File: src/rtl/lock_pkg.sv
// Shared definitions for the lock controller and the code checker: state
// encoding, special key codes and compare-type codes.
package lock_pkg;

    typedef enum logic [3:0] {
        LOCKED,
        CHECK_UC,
        UNLOCKED,
        NEW1,
        STAGE,
        NEW2,
        CHECK_MATCH,
        LOCKOUT,
        CHECK_PC
    } state_t;

    localparam logic [3:0] KEY_ENTER  = 4'hA;
    localparam logic [3:0] KEY_CHANGE = 4'hB;
    localparam logic [3:0] KEY_CANCEL = 4'hC;

    typedef enum logic [1:0] {
        CHK_PC    = 2'b00,   // compare against the master (PC) code
        CHK_UC    = 2'b01,   // compare against the user code
        CHK_MATCH = 2'b10,   // compare against the staged new user code
        CHK_STAGE = 2'b11    // stage the entered digits as the new user code
    } chk_type_t;

    // An entry needs at least this many digits before ENTER starts a compare.
    localparam logic [2:0] MIN_DIGITS = 3'd4;
    // Digit counter saturates here; longer entries are still forwarded.
    localparam logic [2:0] DIGIT_SAT  = 3'd6;

    function automatic logic is_digit(input logic [3:0] k);
        return k <= 4'd9;
    endfunction

endpackage

File: src/rtl/lock_controller_if.sv
// Keypad / checker / status bundle of the lock controller.
// slave = controller side, master = keypad + checker + status consumer side.
interface lock_controller_if;
    logic       key_valid;
    logic [3:0] key_code;
    logic       chk_done;
    logic       chk_correct;
    logic       chk_clear;
    logic       chk_digit_valid;
    logic [3:0] chk_digit;
    logic       chk_start;
    logic [1:0] chk_type;
    logic       uc_commit;
    logic       unlocked;
    logic       lockout;
    logic       busy;
    logic [1:0] fail_cnt;

    modport slave (
        input  key_valid, key_code, chk_done, chk_correct,
        output chk_clear, chk_digit_valid, chk_digit, chk_start, chk_type,
               uc_commit, unlocked, lockout, busy, fail_cnt
    );

    modport master (
        output key_valid, key_code, chk_done, chk_correct,
        input  chk_clear, chk_digit_valid, chk_digit, chk_start, chk_type,
               uc_commit, unlocked, lockout, busy, fail_cnt
    );
endinterface

File: src/rtl/lock_timer.sv
// Loadable down-counter. Counts to zero and holds there; expired is high
// while the count is zero. Shared between the unlock window and the
// compare timeout since the two never run at the same time.
module lock_timer #(
    parameter int W = 24
) (
    input  logic         hwclk,
    input  logic         rst,
    input  logic         load,
    input  logic [W-1:0] load_val,
    output logic         expired
);

    logic [W-1:0] cnt_q;

    // Reload wins; otherwise step down until zero.
    always_ff @(posedge hwclk or posedge rst) begin
        if (rst)                cnt_q <= '0;
        else if (load)          cnt_q <= load_val;
        else if (cnt_q != '0)   cnt_q <= cnt_q - 1'b1;
    end

    assign expired = (cnt_q == '0);

endmodule

File: src/rtl/lock_controller.sv
// Keypad lock controller: collects digits, forwards them to an external
// code checker, sequences unlock / code-change / lockout flows.
module lock_controller
    import lock_pkg::*;
#(
    parameter int          MAX_FAIL      = 3,
    parameter logic [23:0] UNLOCK_CYCLES = 24'd12_000_000,
    parameter int          CHK_TIMEOUT   = 16
) (
    input  logic              hwclk,
    input  logic              rst,
    lock_controller_if.slave  bus
);

    state_t      state_q, state_d;
    logic [2:0]  cnt_q, cnt_d;
    logic [1:0]  fail_q, fail_d;
    logic        post_rst_q;

    logic        clear_q, clear_d;
    logic        dv_q, dv_d;
    logic [3:0]  digit_q, digit_d;
    logic        start_q, start_d;
    logic [1:0]  type_q, type_d;
    logic        commit_q, commit_d;

    logic        tmr_load;
    logic [23:0] tmr_val;
    logic        tmr_expired;
    logic        res_vld, res_ok;

    lock_timer #(.W(24)) u_timer (
        .hwclk    (hwclk),
        .rst      (rst),
        .load     (tmr_load),
        .load_val (tmr_val),
        .expired  (tmr_expired)
    );

    // A compare resolves on chk_done, or as a wrong result once the timeout
    // runs out. The timer is loaded with CHK_TIMEOUT-1 so chk_done is still
    // honoured in the CHK_TIMEOUT-th cycle counting the chk_start cycle.
    assign res_vld = bus.chk_done || tmr_expired;
    assign res_ok  = bus.chk_done && bus.chk_correct;

    // State, counters and registered pulse outputs.
    always_ff @(posedge hwclk or posedge rst) begin
        if (rst) begin
            state_q    <= LOCKED;
            cnt_q      <= '0;
            fail_q     <= '0;
            post_rst_q <= 1'b1;
            clear_q    <= 1'b0;
            dv_q       <= 1'b0;
            digit_q    <= '0;
            start_q    <= 1'b0;
            type_q     <= '0;
            commit_q   <= 1'b0;
        end else begin
            state_q    <= state_d;
            cnt_q      <= cnt_d;
            fail_q     <= fail_d;
            post_rst_q <= 1'b0;
            clear_q    <= clear_d;
            dv_q       <= dv_d;
            digit_q    <= digit_d;
            start_q    <= start_d;
            type_q     <= type_d;
            commit_q   <= commit_d;
        end
    end

    // Next-state and next-output decode.
    always_comb begin
        state_d  = state_q;
        cnt_d    = cnt_q;
        fail_d   = fail_q;
        clear_d  = post_rst_q;   // one clear right after reset release
        dv_d     = 1'b0;
        digit_d  = digit_q;
        start_d  = 1'b0;
        type_d   = type_q;
        commit_d = 1'b0;
        tmr_load = 1'b0;
        tmr_val  = '0;

        case (state_q)
            LOCKED, NEW1, NEW2, LOCKOUT: begin
                if (bus.key_valid) begin
                    if (is_digit(bus.key_code)) begin
                        dv_d    = 1'b1;
                        digit_d = bus.key_code;
                        if (cnt_q < DIGIT_SAT) cnt_d = cnt_q + 3'd1;
                    end else if (bus.key_code == KEY_ENTER) begin
                        if (cnt_q >= MIN_DIGITS) begin
                            start_d  = 1'b1;
                            tmr_load = 1'b1;
                            tmr_val  = 24'(CHK_TIMEOUT - 1);
                            case (state_q)
                                LOCKED:  begin state_d = CHECK_UC;    type_d = CHK_UC;    end
                                NEW1:    begin state_d = STAGE;       type_d = CHK_STAGE; end
                                NEW2:    begin state_d = CHECK_MATCH; type_d = CHK_MATCH; end
                                default: begin state_d = CHECK_PC;    type_d = CHK_PC;    end
                            endcase
                        end else begin
                            clear_d = 1'b1;
                            cnt_d   = '0;
                        end
                    end else if (bus.key_code == KEY_CANCEL) begin
                        // Lockout can only be left through the PC, but
                        // CANCEL still discards the partial entry.
                        if (state_q != LOCKOUT) state_d = LOCKED;
                        clear_d = 1'b1;
                        cnt_d   = '0;
                    end
                end
            end

            CHECK_UC: begin
                if (res_vld) begin
                    if (res_ok) begin
                        fail_d   = '0;
                        state_d  = UNLOCKED;
                        tmr_load = 1'b1;
                        tmr_val  = UNLOCK_CYCLES - 24'd1;
                    end else begin
                        fail_d  = fail_q + 2'd1;
                        state_d = (int'(fail_q) + 1 >= MAX_FAIL) ? LOCKOUT : LOCKED;
                    end
                end
            end

            UNLOCKED: begin
                if (bus.key_valid) begin
                    if (bus.key_code == KEY_CANCEL)      state_d = LOCKED;
                    else if (bus.key_code == KEY_CHANGE) state_d = NEW1;
                    else begin
                        tmr_load = 1'b1;
                        tmr_val  = UNLOCK_CYCLES - 24'd1;
                    end
                end else if (tmr_expired) begin
                    state_d = LOCKED;
                end
            end

            STAGE: begin
                if (res_vld) state_d = NEW2;
            end

            CHECK_MATCH: begin
                if (res_vld) begin
                    if (res_ok) begin
                        commit_d = 1'b1;
                        state_d  = UNLOCKED;
                        tmr_load = 1'b1;
                        tmr_val  = UNLOCK_CYCLES - 24'd1;
                    end else begin
                        state_d = NEW1;
                    end
                end
            end

            CHECK_PC: begin
                if (res_vld) begin
                    if (res_ok) begin
                        fail_d  = '0;
                        state_d = NEW1;
                    end else begin
                        state_d = LOCKOUT;
                    end
                end
            end

            default: state_d = LOCKED;
        endcase

        // Every state change starts the checker and the digit count afresh.
        if (state_d != state_q) begin
            clear_d = 1'b1;
            cnt_d   = '0;
        end
    end

    assign bus.chk_clear       = clear_q;
    assign bus.chk_digit_valid = dv_q;
    assign bus.chk_digit       = digit_q;
    assign bus.chk_start       = start_q;
    assign bus.chk_type        = type_q;
    assign bus.uc_commit       = commit_q;
    assign bus.fail_cnt        = fail_q;
    assign bus.unlocked        = (state_q == UNLOCKED);
    assign bus.lockout         = (state_q == LOCKOUT) || (state_q == CHECK_PC);
    assign bus.busy            = state_q inside {CHECK_UC, STAGE, CHECK_MATCH, CHECK_PC};

endmodule

File: src/flat_wrapper.sv
// flat-port wrapper written by rule: the top's interface ports become plain ports
module lock_controller_flat import lock_pkg::*;
#(
    parameter int          MAX_FAIL      = 3,
    parameter logic [23:0] UNLOCK_CYCLES = 24'd12_000_000,
    parameter int          CHK_TIMEOUT   = 16
)
  (hwclk, rst, bus_key_valid, bus_key_code, bus_chk_done, bus_chk_correct, bus_chk_clear, bus_chk_digit_valid, bus_chk_digit, bus_chk_start, bus_chk_type, bus_uc_commit, bus_unlocked, bus_lockout, bus_busy, bus_fail_cnt);
  lock_controller_if bus_i ();
  input  logic hwclk;
  input  logic rst;
  input wire logic [$bits(bus_i.key_valid)-1:0] bus_key_valid;
  input wire logic [$bits(bus_i.key_code)-1:0] bus_key_code;
  input wire logic [$bits(bus_i.chk_done)-1:0] bus_chk_done;
  input wire logic [$bits(bus_i.chk_correct)-1:0] bus_chk_correct;
  output wire logic [$bits(bus_i.chk_clear)-1:0] bus_chk_clear;
  output wire logic [$bits(bus_i.chk_digit_valid)-1:0] bus_chk_digit_valid;
  output wire logic [$bits(bus_i.chk_digit)-1:0] bus_chk_digit;
  output wire logic [$bits(bus_i.chk_start)-1:0] bus_chk_start;
  output wire logic [$bits(bus_i.chk_type)-1:0] bus_chk_type;
  output wire logic [$bits(bus_i.uc_commit)-1:0] bus_uc_commit;
  output wire logic [$bits(bus_i.unlocked)-1:0] bus_unlocked;
  output wire logic [$bits(bus_i.lockout)-1:0] bus_lockout;
  output wire logic [$bits(bus_i.busy)-1:0] bus_busy;
  output wire logic [$bits(bus_i.fail_cnt)-1:0] bus_fail_cnt;
  assign bus_i.key_valid = bus_key_valid;
  assign bus_i.key_code = bus_key_code;
  assign bus_i.chk_done = bus_chk_done;
  assign bus_i.chk_correct = bus_chk_correct;
  assign bus_chk_clear = bus_i.chk_clear;
  assign bus_chk_digit_valid = bus_i.chk_digit_valid;
  assign bus_chk_digit = bus_i.chk_digit;
  assign bus_chk_start = bus_i.chk_start;
  assign bus_chk_type = bus_i.chk_type;
  assign bus_uc_commit = bus_i.uc_commit;
  assign bus_unlocked = bus_i.unlocked;
  assign bus_lockout = bus_i.lockout;
  assign bus_busy = bus_i.busy;
  assign bus_fail_cnt = bus_i.fail_cnt;
  lock_controller #(.MAX_FAIL(MAX_FAIL), .UNLOCK_CYCLES(UNLOCK_CYCLES), .CHK_TIMEOUT(CHK_TIMEOUT)) u_core (.hwclk(hwclk), .rst(rst), .bus(bus_i));
endmodule
File: config.mk
export PLATFORM = sky130hd
export DESIGN_NAME = lock_controller_flat
export DESIGN_NICKNAME = d
export VERILOG_FILES = /design/src/rtl/lock_pkg.sv /design/src/rtl/lock_controller_if.sv /design/src/rtl/lock_timer.sv /design/src/rtl/lock_controller.sv /design/src/flat_wrapper.sv
export SDC_FILE = /design/constraint.sdc
export NUM_CORES = 1
export LEC_CHECK = 0
export BUFFER_PORTS_ARGS = -buffer_cell sky130_fd_sc_hd__buf_2
export CAP_MARGIN = 20
export CORE_MARGIN = 4
export CORE_UTILIZATION = 40
export CTS_CLUSTER_SIZE = 30
export DETAILED_ROUTE_END_ITERATION = 6
export GPL_TIMING_DRIVEN = 1
export PLACE_DENSITY = 0.58
export SKIP_CTS_REPAIR_TIMING = 1
export SYNTH_ARGS = -nofsm -noshare
export SYNTH_HDL_FRONTEND = slang
export SYNTH_SLANG_ARGS = --single-unit
File: constraint.sdc
create_clock -name hwclk -period 4.2 [get_ports hwclk]
set_input_delay 0 -clock hwclk [delete_from_list [all_inputs] [get_ports hwclk]]
set_output_delay 0 -clock hwclk [all_outputs]
set_load 0.005 [all_outputs]
# Word-level counts from Yosys, hierarchy flattened
# Index checks and enable logic that the tools add are counted.
# W data, S select, Z words.
# word_totals
output_inout_bits,15
wordCells,124
regBits,44
# op_classes
add_sub_neg,4
n_reduce_logical,18
n_bitwise,1
order_cmp,4
muxes,68
n_eq_ne,18
# op_table
cell,count
$mux W24,10
$pmux W24 S3,1
$mux W4,16
$ge A32 B3 Y1 const B,1
$mux W3,10
$logic_not A24 Y1,1
$pmux W4 S6,1
$reduce_bool A24 Y1,1
$sub A24 B1 Y24 const B,1
$mux W1,22
$eq A4 B3 Y1 const B,4
$eq A4 B4 Y1 const B,4
$pmux W4 S3,1
$reduce_and A5 Y1,2
$eq A4 B2 Y1 const B,2
$mux W2,4
$ne A4 B3 Y1 const B,2
$reduce_bool A2 Y1,4
$reduce_bool A4 Y1,2
$ne A2 B1 Y1 const B,3
$pmux W2 S3,1
$eq A4 B1 Y1 const B,1
$le A4 B4 Y1 const B,1
$logic_not A4 Y1,1
16 further kinds,17

# Longest topological paths before layout
# depth
word_depth,10
ltp_mapped,10
mapped_depth_nobuf,9

# Modules after synthesis
# Synthesis repeated with hierarchy kept, for this count alone.
# unflattened
cells_unflattened,352
hier_area_um2,3116.7
# modules_own_cells
mod,area_per_inst_um2,n_inst,seq_area_each_um2,cells_each
lock_timer,1585.3,1,600.6,176
lock_controller,1531.5,1,501.7,176

# Worst setup path after synthesis
# No wires, ideal clock.
# synth_timing
path_kind,register to register
startpoint,register u_core.u_timer.cnt_q[12]
endpoint,"register u_core.clear_q, in the netlist u_core.bus.chk_clear"
required_ns,4.071
arrival_time_ns,2.534
stages_incl_launch_ff,9
slack_ns,1.538
n_path_buf,1
setup_ns,0.129
path_cell_list,dfrtp_1 or4_4 nand3b_4 or3_1 buf_2 o211ai_2 and4b_1 o211ai_2 a2111o_1
# synth_via
elab_chain_cells,6
word_cells_on_any_way,11
# synth_rtl
element,line,text
from (decl),lock_timer.sv:14,logic [W-1:0] cnt_q;
from (signal assigned),lock_timer.sv:19,else if (load) cnt_q <= load_val;
from (signal assigned),lock_timer.sv:20,else if (cnt_q != '0) cnt_q <= cnt_q - 1'b1;
$logic_not A24 Y1 *,lock_timer.sv:23,assign expired = (cnt_q == '0);
$mux W4 or $logic_or A1 B1 Y1 (tied branches),"lock_controller.sv:141, lock_controller.sv:43",
"$mux W4, on equally long branches",--,
$pmux W4 S6 *,lock_controller.sv:87,case (state_q)
$ne A4 B4 Y1 *,lock_controller.sv:178,if (state_d != state_q) begin
$mux W1 *,lock_controller.sv:178,
via u_core.clear_d,lock_controller.sv:20,"logic clear_q, clear_d;"
to (signal assigned),lock_controller.sv:64,clear_q <= clear_d;
to (decl),lock_controller.sv:20,
# The timed path passes the listed nets; every way through them passes the cells marked *.
# A chain may end at the register's enable or synchronous reset.

# Worst setup path after layout
# layout_timing
startpoint,register u_core.state_q[1]
endpoint,"register u_core.clear_q, in the netlist u_core.bus.chk_clear"
# layout_via
elab_chain_cells,9
word_cells_on_any_way,30
# layout_rtl
element,line,text
from (decl),lock_controller.sv:15,"state_t state_q, state_d;"
from (signal assigned),lock_controller.sv:60,state_q <= state_d;
"$eq A4 B3 Y1, or another cell as far along","lock_controller.sv:87, lock_controller.sv:99",
$pmux W4 S3 or $mux W4 (tied branches),"lock_controller.sv:99, lock_controller.sv:112",
"$mux W4, on equally long branches","lock_controller.sv:95, lock_controller.sv:109",
$mux W4,lock_controller.sv:94,end else if (bus.key_code == KEY_ENTER) begin
$mux W4,lock_controller.sv:90,if (is_digit(bus.key_code)) begin
$mux W4,lock_controller.sv:89,if (bus.key_valid) begin
$pmux W4 S6,lock_controller.sv:87,
$ne A4 B4 Y1,lock_controller.sv:178,
$mux W1 *,lock_controller.sv:178,
via u_core.clear_d,lock_controller.sv:20,
# Marks and branches as above.

==> flow_summary.ini <==
[place]
globalplace.congestion = 0.878
dp_slack_ns = 1.39
io_buffers = 23
dp_hpwl_microns = 4480
dpl_cell_area_sq_um = 2880

[synthesis]
synth_area_leaders = dfrtp_1, o21ai_0, xnor2_1
synthDominantCellAreaShare_pct = 39.6
synth.distinct_cells = 59
synth.avg_cell_area_sq_um = 8.77
synthCells = 310
async_flop_share_pct = 100
syn_nets = 323
ys.flop_type = dfrtp_1
synth_edf_count = 0
yosys.area.top_type = dfrtp_1
syn-cell-area_sq_um = 2720
ys_seq_area_share_pct = 40.5
yosysWarnings = 0
synth.ff_latch_count = 44

[timing]
worst_hold_slack_ns = 0.0422
rsz0062_at_grt = false
hold_viol_final = 0
fin_ws_ns = 1.34
finalCritPeriodShare_pct = 68.1
setup_tns_ns = 0
timing.fmax_mhz = 350
worst_pin_slew_ns = 0.920
setup_violations = 0
finalClockSkew_ns = 0.00825
min_period_ns = 2.86
drv_slew = 0
slew_headroom_pct = 38.6

[pwr]
fin_total_pwr_mw = 1.60
vdd_drop_max_mv = 0.281
p_leak_nw = 1.24
p_per_area_nw_per_um2 = 530

[clocking]
clk_pin_slew_ns = 0.09
numCtsBuffers = 5
clock-sinks = 44
cts_tree = yes
htreeDepth = 2
cts.path.max_buffers = 2
clock_latency_ns = 0.30
cts-root-buf = clkbuf_8

[detailed_routing]
via_count = 2345
wl_per_cell_microns = 15.9
drtPass1Iterations = 4
ant_nets = 0
drc = 0
routed_wl_microns = 6410
drt-vias-per-instance = 5.82
drt_iter0_markers = 143

[layout]
diodes = 0
syn_to_final_growth_pct = 11.0
final_nets = 339
drive_gt1_share_pct = 13.2
final_cell_area_sq_um = 3020

[grt]
grt_max_degree = 45
antenna_found_initial = 0
overflow = 0
grt_pass1_wl_microns = 11000
grt_usage_pct = 16.1
grt_pass1_vias = 2265

[worst_setup_path]
arrival_ns = 3.04
required_ns = 4.38
r2r_slack_ns = 1.34
critPathLaunch = u_core.state_q[1]
reg2reg_to = u_core.bus.chk_clear
cp-end-kind = flip-flop
reg2reg_from = u_core.state_q[1]
path_max_fanout = 21
start_kind = flip-flop
r2r_cells = 7
endpoint = u_core.bus.chk_clear
crit_type = flip-flop to flip-flop

[outcome]
status = finished clean

[floorplanning]
coreArea_sq_um = 6460
die_h_microns = 90.5
die_area_sq_um = 8180
fp.dieW_microns = 90.5
ios = 24
rows = 29
initial_utilization_pct = 42.1

[job]
cap_violations = 0

[worst_hold_path]
hold_path.class = input port to flip-flop
how the worst min path moves through the flow:
stage,start,cells after the start,endpoint
2_1_floorplan,bus_key_code[0],1,u_core.bus.chk_digit[0]
3_5_place_dp,rst,2,u_core.bus.chk_start
5_1_grt,bus_key_code[0],2,u_core.bus.chk_digit[0]
4_1_cts,rst,2,u_core.bus.chk_start
6_report,bus_key_code[0],2,u_core.bus.chk_digit[0]
3_3_place_gp,rst,2,u_core.bus.chk_start
routing by layer:
| metal | GRT usage [%] | routed length [microns] | up-vias |
|---|---|---|---|
| li1 | - | - | 1154 |
| met1 | 22.7 | 3170 | 1137 |
| met2 | 25.1 | 2930 | 43 |
| met3 | 2.92 | 201 | 11 |
| met4 | 4.85 | 102 | 0 |
| met5 | 0 | 0 | - |
layout make-up:
cell class	instances	area (sq um)
clock inverters	2	60.1
repair buffers	26	140
flip-flops and latches	44	1100
well taps	77	96.3
multi-input cells	241	1520
fillers	640	3440
clock buffers	5	68.8
inverters	8	30.0
layout by cell type, fill, tap and decap left out, drive strengths merged, types with 2 or more instances in the layout:
cell type   n
and4b       3
nor2       30
ha          4
a2bb2oi     3
nand2      33
o41ai       2
o21a        2
clkbuf      5
o211ai      3
bufinv      2
dfrtp      43
a211oi      3
mux2i       2
nor2b       2
nor4b       2
nand3       4
xor2        4
or3         7
and2        3
a211o       2
xnor2      19
nor3       12
nor4       11
a21oi      11
mux2        3
a21boi      4
o21ai      35
nand2b      4
inv         7
buf        25
a22o        3
a21o        2
or4         2
nand3b      4
nand4b      2
worst max-delay path, cell delays in order, from the launching register on:
cell      delay [ns]
dfrtp_1         0.75
nor4b_1         0.70
o21a_1          0.24
o41ai_1         0.07
and3b_1         0.19
a21boi_0        0.22
o211ai_2        0.16
a2111o_1        0.40
kinds of logic (layout without fill, tap and decap cells):
family | after synthesis | after routing | synth area share [%]
other | 1 | 1 | 0.138
DFF | 44 | 44 | 40.5
AOI/OAI and AO/OA | 83 | 83 | 20.3
adders and majority gates | 4 | 4 | 1.84
and+or+nand+nor | 125 | 125 | 24.3
buffers and inverters | 25 | 41 | 3.50
xor gates and xnor gates | 23 | 23 | 7.41
muxes | 5 | 5 | 1.98
registers in the layout (all words and copies together) (netlist names), 2 cells and up:
signal / flops
u_core.bus.fail_cnt: 2
u_core.cnt_q: 3
u_core.u_timer.cnt_q: 24
u_core.bus.chk_digit: 4
u_core.bus.chk_type: 2
u_core.state_q: 4
report_power, final:
part / internal [mW] / switching, mW / leakage, nW
sequential: 0.495 / 0.114 / 0.501
clock: 0.234 / 0.149 / 0.0642
combinational: 0.273 / 0.337 / 0.680
total: 1.00 / 0.599 / 1.24
per-stage QoR:
stage	util (%)	std cells
floorplan	-	310
global placement	44.6	395
detailed placement	44.6	395
CTS	46.6	402
global route	46.8	403
finish	46.8	403
synth_stat cells, drive strengths merged, types with 2 or more instances:
master and instances:
a21o 2, a211oi 3, o211ai 3, xnor2 19, nand2b 4, o41ai 2, nand4b 2, nor2 30
mux2i 2, o21ai 35, inv 7, nand3 4, clkbuf 16, a211o 2, mux2 3, dfrtp 43
or3 7, o21a 2, nor4b 2, a22o 3, and4b 3, nand2 33, xor2 4, and2 3
ha 4, nor3 12, a21boi 4, nor4 11, nand3b 4, a2bb2oi 3, nor2b 2, a21oi 11
or4 2
No activity file was read; power rests on OpenSTA's default activity.
